<file path="config.mk">
export PLATFORM = sky130hd
export DESIGN_NAME = fifo_write_arbiter
export DESIGN_NICKNAME = d
export VERILOG_FILES = /design/src/rtl/fifo_write_arbiter.sv
export SDC_FILE = /design/constraint.sdc
export NUM_CORES = 1
export LEC_CHECK = 0
export BUFFER_PORTS_ARGS = -buffer_cell sky130_fd_sc_hd__buf_2
export CAP_MARGIN = 5
export CORE_ASPECT_RATIO = 1.1
export CORE_MARGIN = 2
export CORE_UTILIZATION = 44
export CTS_CLUSTER_DIAMETER = 50
export DETAILED_ROUTE_END_ITERATION = 8
export PLACE_DENSITY_LB_ADDON = 0.15
export SYNTH_ARGS = -nofsm -noshare
export SYNTH_HDL_FRONTEND = slang
export SYNTH_SLANG_ARGS = --single-unit
</file>
<file path="constraint.sdc">
create_clock -name clk -period 2.1 [get_ports clk]
set_input_delay 0.525 -clock clk [delete_from_list [all_inputs] [get_ports clk]]
set_output_delay 0.525 -clock clk [all_outputs]
set_load 0.1 [all_outputs]
</file>
<file path="src/rtl/fifo_write_arbiter.sv">
// Round-robin, packet-granular arbiter sharing one FIFO write port between
// NUM_REQ producers, with a per-grant beat cap to bound starvation.
//
//   state | meaning
//   IDLE  | no grant; pick next valid producer after last_grant
//   GRANT | grant_id owns the write port until last beat or beat cap
module fifo_write_arbiter #(
    parameter int NUM_REQ    = 2,
    parameter int DATA_WIDTH = 8,
    parameter int MAX_BURST  = 16,
    localparam int GW        = (NUM_REQ > 1) ? $clog2(NUM_REQ) : 1
) (
    input  logic                          clk,
    input  logic                          reset_n,
    input  logic [NUM_REQ-1:0]            req_valid,
    input  logic [NUM_REQ*DATA_WIDTH-1:0] req_data,
    input  logic [NUM_REQ-1:0]            req_last,
    output logic [NUM_REQ-1:0]            req_ready,
    input  logic                          fifo_write_ready,
    output logic                          fifo_write_enable,
    output logic [DATA_WIDTH-1:0]         fifo_write_data,
    output logic [GW-1:0]                 grant_id,
    output logic                          busy
);

    typedef enum logic {
        IDLE  = 1'b0,
        GRANT = 1'b1
    } state_t;

    localparam logic [7:0]    BURST_CAP  = 8'(MAX_BURST);
    localparam logic [GW-1:0] LAST_RESET = GW'(NUM_REQ - 1);

    state_t          state_q, state_d;
    logic [GW-1:0]   grant_id_q, grant_id_d;
    logic [GW-1:0]   last_grant_q, last_grant_d;
    logic [7:0]      beat_count_q, beat_count_d;

    logic            sel_found;
    logic [GW-1:0]   sel_id;
    int              cand_i;
    logic [GW-1:0]   cand;

    logic            cur_valid;
    logic            cur_last;
    logic            xfer;

    // Rotating priority scan starting just after the last released producer.
    always_comb begin
        sel_found = 1'b0;
        sel_id    = '0;
        cand_i    = 0;
        cand      = '0;
        for (int k = 1; k <= NUM_REQ; k++) begin
            cand_i = (int'(last_grant_q) + k) % NUM_REQ;
            cand   = GW'(cand_i);
            if (!sel_found && req_valid[cand]) begin
                sel_found = 1'b1;
                sel_id    = cand;
            end
        end
    end

    // Granted producer's slice; data path kept separate from control.
    always_comb begin
        cur_valid       = 1'b0;
        cur_last        = 1'b0;
        fifo_write_data = '0;
        for (int i = 0; i < NUM_REQ; i++) begin
            if (grant_id_q == GW'(i)) begin
                cur_valid       = req_valid[i];
                cur_last        = req_last[i];
                fifo_write_data = req_data[i*DATA_WIDTH +: DATA_WIDTH];
            end
        end
    end

    // Reset gates the handshake combinationally so nothing writes during reset.
    assign xfer              = reset_n && (state_q == GRANT) && cur_valid && fifo_write_ready;
    assign fifo_write_enable = xfer;

    always_comb begin
        req_ready = '0;
        for (int i = 0; i < NUM_REQ; i++) begin
            req_ready[i] = xfer && (grant_id_q == GW'(i));
        end
    end

    always_comb begin
        state_d      = state_q;
        grant_id_d   = grant_id_q;
        last_grant_d = last_grant_q;
        beat_count_d = beat_count_q;
        case (state_q)
            IDLE: begin
                if (sel_found) begin
                    grant_id_d   = sel_id;
                    beat_count_d = 8'd0;
                    state_d      = GRANT;
                end
            end
            GRANT: begin
                if (xfer) begin
                    beat_count_d = beat_count_q + 8'd1;
                    if (cur_last || (beat_count_q + 8'd1 == BURST_CAP)) begin
                        last_grant_d = grant_id_q;
                        state_d      = IDLE;
                    end
                end
            end
            default: state_d = IDLE;
        endcase
    end

    always_ff @(posedge clk) begin
        if (!reset_n) begin
            state_q      <= IDLE;
            grant_id_q   <= '0;
            last_grant_q <= LAST_RESET;
            beat_count_q <= 8'd0;
        end else begin
            state_q      <= state_d;
            grant_id_q   <= grant_id_d;
            last_grant_q <= last_grant_d;
            beat_count_q <= beat_count_d;
        end
    end

    assign grant_id = grant_id_q;
    assign busy     = (state_q == GRANT);

endmodule

</file>
### After elaboration in Yosys (flattened, before gate mapping)

Cells that the tools add are included.
Widths: inputs -> output; s select.

* register bits after elaboration: 11
* output and inout port bits: 13
* logic and storage cells: 43

* mux-type cells: 18
* $add $sub $neg: 3
* equality and inequality tests: 3
* bitwise operators: 2
* order comparisons: 2
* reductions and logical operators: 11

Operator list (number)
* $mux 8: 3
* $pmux 8 s2: 1
* $mux 1: 13
* $add 8x1->8 const B: 1
* $eq 8x5->1 const B: 1
* $logic_and 1x1->1: 6
* $lt 1x2->1 const B: 2
* $reduce_and 2->1: 2
* $reduce_and 3->1: 1
* $add 1x1->1 const B: 2
* $ne 2x1->1 const B: 1
* $ne 2x2->1 const B: 1
* $not 1->1: 2
* $pmux 1 s2: 1
* $logic_not 1->1: 1
* $logic_or 1x1->1: 1

### Longest topological paths before layout

* word-level depth: 9
* depth in mapped cells: 6
* gate-level depth less buffers: 6

### Worst setup path before layout

Ideal clock, no wire load.

* path type: flip-flop to output port
* start: register state_q, in the netlist busy
* end: output port req_ready[0]
* data arrival time: 2.620 ns
* stages on the path, launching flop included: 3
* setup slack: -1.045 ns
* path buffers: 0
* path through: dfxtp_1 nand3_1 nor2_1

* word-level cells in the longest chain between the ends: 4

RTL lines
* start: declaration: line 34 `state_t state_q, state_d;`
* start signal: assignment: line 122 `state_q <= state_d;`
* $logic_and 1x1->1 (3 in series): line 79 `assign xfer = reset_n && (state_q == GRANT) && cur_valid && fifo_write_ready;`
* $logic_and 1x1->1: line 85 `req_ready[i] = xfer && (grant_id_q == GW'(i));`
* end: declaration: line 18 `output logic [NUM_REQ-1:0] req_ready,`

No other way between the ends.

### Worst setup path after layout

* start: register grant_id_q, in the netlist grant_id
* end: output port fifo_write_enable

* word-level cells in the longest chain between the ends: 3

RTL lines
* start: declaration: line 35 `logic [GW-1:0] grant_id_q, grant_id_d;`
* start signal: assignment: line 123 `grant_id_q <= grant_id_d;`
* $mux 1: line 70 `if (grant_id_q == GW'(i)) begin`
* $logic_and 1x1->1 (2 in series): line 79
* end: declaration: line 20 `output logic fifo_write_enable,`

No other way between the ends.

==> results.py <==
metrics = {
    "cells_and_area": {
        "final_layout_size_suffix_gt1_share_pct": 45.9,
        "layout-area-overhead-vs-synth_pct": 42.8,
        "layout.cells.most_common": "buf_2",
        "finish.instance_area_um2": 1060,
        "postLayoutCoreUtil_pct": 67.2,
        "final_nets": 160,
        "antenna_cells": 0,
        "layout_common_cells": "buf_2, a21oi_1, nor2_1",
    },
    "sta": {
        "clock_skew_ns": 0.00324,
        "clock.fmax_ghz": 0.495,
        "tightestPinTransition_ns": 0.492,
        "grt_setup_unrepaired": "false",
        "hold-worst-slack_ns": 0.489,
        "final.period_utilization_pct": 96.2,
        "final-setup-viol-count": 0,
        "fin_tns_setup_ns": 0,
        "min_period_ns": 2.02,
        "worst_slew_margin_rel_pct": 67.4,
        "hold_violations": 0,
        "slew_viols_final": 0,
    },
    "logic_synthesis": {
        "synth_xor_xnor_area_share_pct": 0,
        "postSynthCellCount": 94,
        "synthTopCellsByArea": "dfxtp_1, mux2_2, a21oi_1",
        "synth-simple-area-share_pct": 30.2,
        "ys_types": 30,
        "synth.cell_area_um2": 742,
        "synth_top_cell_by_area": "dfxtp_1",
        "synth_top_family_by_area": "simple AND/OR/NAND/NOR gates",
        "syn-mean-instance-area_um2": 7.89,
        "synthFlopType": "dfxtp_1",
        "synth_compound_gate_area_share_pct": 22.3,
        "synth-edff-count": 0,
        "synth_fa_ha_area_share_pct": 1.69,
        "seq_area_frac_synth_pct": 29.7,
        "postSynthNetCount": 118,
        "synth_largest_type_area_fraction_pct": 29.7,
        "synth_seq_cells": 11,
        "synth-warning-count": 0,
        "synthArstFlopShare_pct": 0,
        "yosys-mux-area-fraction_pct": 13.5,
    },
    "clocking": {
        "cts_htree_levels": 1,
        "clkSinkCount": 11,
        "cts-buffers-inserted": 3,
        "tritoncts": "built",
        "clk_transition_reported_paths_ns": 0.07,
        "clockBufferDepth": 2,
        "worstSkewPairLatency_ns": 0.28,
        "ctsRootBufferMaster": "clkbuf_4",
    },
    "global_routing": {
        "grt_overflow_total": 0,
        "largest_net_degree_at_the_start_of_global_routing": 14,
        "global_route_wire_length_before_repair_um": 3110,
        "groute.usage.overall_pct": 21.0,
        "grt_pass1_vias": 705,
        "grt_antenna_before_repair": 0,
    },
    "min_path": {
        "worstHoldPathType": "flip-flop to flip-flop",
    },
    "detailed_routing": {
        "post_drt_via_cell_ratio": 5.70,
        "detail-route-antenna-nets": 0,
        "detailedRoute.firstPassIterationCount": 4,
        "initialDrtViolationCount": 16,
        "route.vias.total": 867,
        "finalWirelength_um": 2030,
        "drc": 0,
        "wl_per_cell_um": 13.4,
    },
    "pwr": {
        "power_per_cell_area_nw_per_um2": 587,
        "power_frac_seq_pct": 36.2,
        "power.share.combinational_pct": 39.4,
        "total_power_mw": 0.623,
        "switching_share_pct": 43.8,
        "vdd_ir_drop_max_mv": 0.506,
        "cell_internal_pwr_mw": 0.350,
        "total_switching_power_mw": 0.273,
        "power.leakage_nw": 0.420,
        "share_clk_of_total_power_pct": 24.4,
    },
    "place": {
        "dp_hpwl_um": 1520,
        "detailed_place.area_um2": 1020,
        "io_buffers": 35,
        "place.gp.congestion": 0.848,
    },
    "critical_path": {
        "critPathKind": "flip-flop to output port",
        "critical_path.max_fanout": 13,
        "timing.critical_path.from_type": "flip-flop",
        "timing.critical_path.required_ns": 1.57,
        "worstPathArrival_ns": 1.50,
        "critical_path.endpoint_type": "output port",
    },
    "outcome": {
        "outcome": "completed",
    },
    "floorplan": {
        "fp.dieW_um": 43.2,
        "die_area_um2": 2030,
        "num_io_pins": 36,
        "placeableCoreArea_um2": 1580,
        "floorplan.initialDensity_pct": 47.1,
        "floorplan.die.height_um": 47.1,
        "rows": 15,
    },
    "job": {
        "max_cap_viol_count": 0,
    },
}
critical path, cell delays in order, from the launching register on:
cell and delay (ns):
dfxtp_4 0.44, nand2b_1 0.20, a21o_1 0.19, clkinvlp_4 0.18, buf_12 0.20
kinds of logic (layout without fill, tap and decap cells):
family                   Yosys count  count (layout)
AND/OR/NAND/NOR                   42              42
AO/OA/AOI/OAI                     26              26
buffers and inverters              5              46
multiplexers                       9               9
flip-flops                        11              11
adder cells (fa/ha/maj)            1               1
repair_timing:
item | in CTS | in global routing
hold buffers | 0 | 0
setup endpoints to repair | 0 | 1
resized for setup | 0 | 0
setup buffers | 0 | 2
area by class of cell:
type,instances,area [µm²]
Timing Repair Buffer,39,250
Multi-Input combinational cell,78,519
Tap cell,17,21.3
Sequential cell,11,228
Clock buffer,4,26.3
Fill cell,130,517
Inverter,3,15.0
cell usage after synthesis (2+ instances only):
cell type and number:
o21ai_0 9, nand3_1 3, nand3b_1 5, nand2_1 9, nor2_1 14, dfxtp_1 11, a21oi_1 12, inv_1 2
mux2_2 8
path summary, 6_finish.rpt:
kind	depth (start not counted)	slack (ns)	endpoint	from
worst min register to register	1	0.49	beat_count_q[7]	beat_count_q[7]
worst max-delay path	4	0.08	fifo_write_enable	grant_id
worst min-delay path	1	0.49	beat_count_q[7]	beat_count_q[7]
worst max register to register	6	0.34	last_grant_q	grant_id
through the flow:
step	cells	worst slack, ns
after floorplan	94	0.0310
after global placement	146	0.198
after detailed placement	146	0.192
after CTS	150	0.0469
after global routing	152	0.00619
final	152	0.0789
power by group through the flow:
stage	Sequential, mW	Clock [mW]	Combinational, mW
2_1_floorplan	0.250	0	0.169
3_3_place_gp	0.230	0	0.241
3_5_place_dp	0.230	0	0.244
4_1_cts	0.225	0.152	0.244
5_1_grt	0.227	0.165	0.257
6_report	0.225	0.152	0.245
sequential cells by signal (all words and copies together) (netlist names):
| register | cells |
|---|---|
| beat_count_q | 8 |
| grant_id | 1 |
| last_grant_q | 1 |
| busy | 1 |
per-layer routing:
metal	up-vias	track usage [%]	wire length, µm
met5	-	0	0
met3	4	6.15	192
met4	0	15.2	55
li1	425	-	-
met1	393	23.4	821
met2	45	34.9	962
Power figures use the tool's default switching activity.
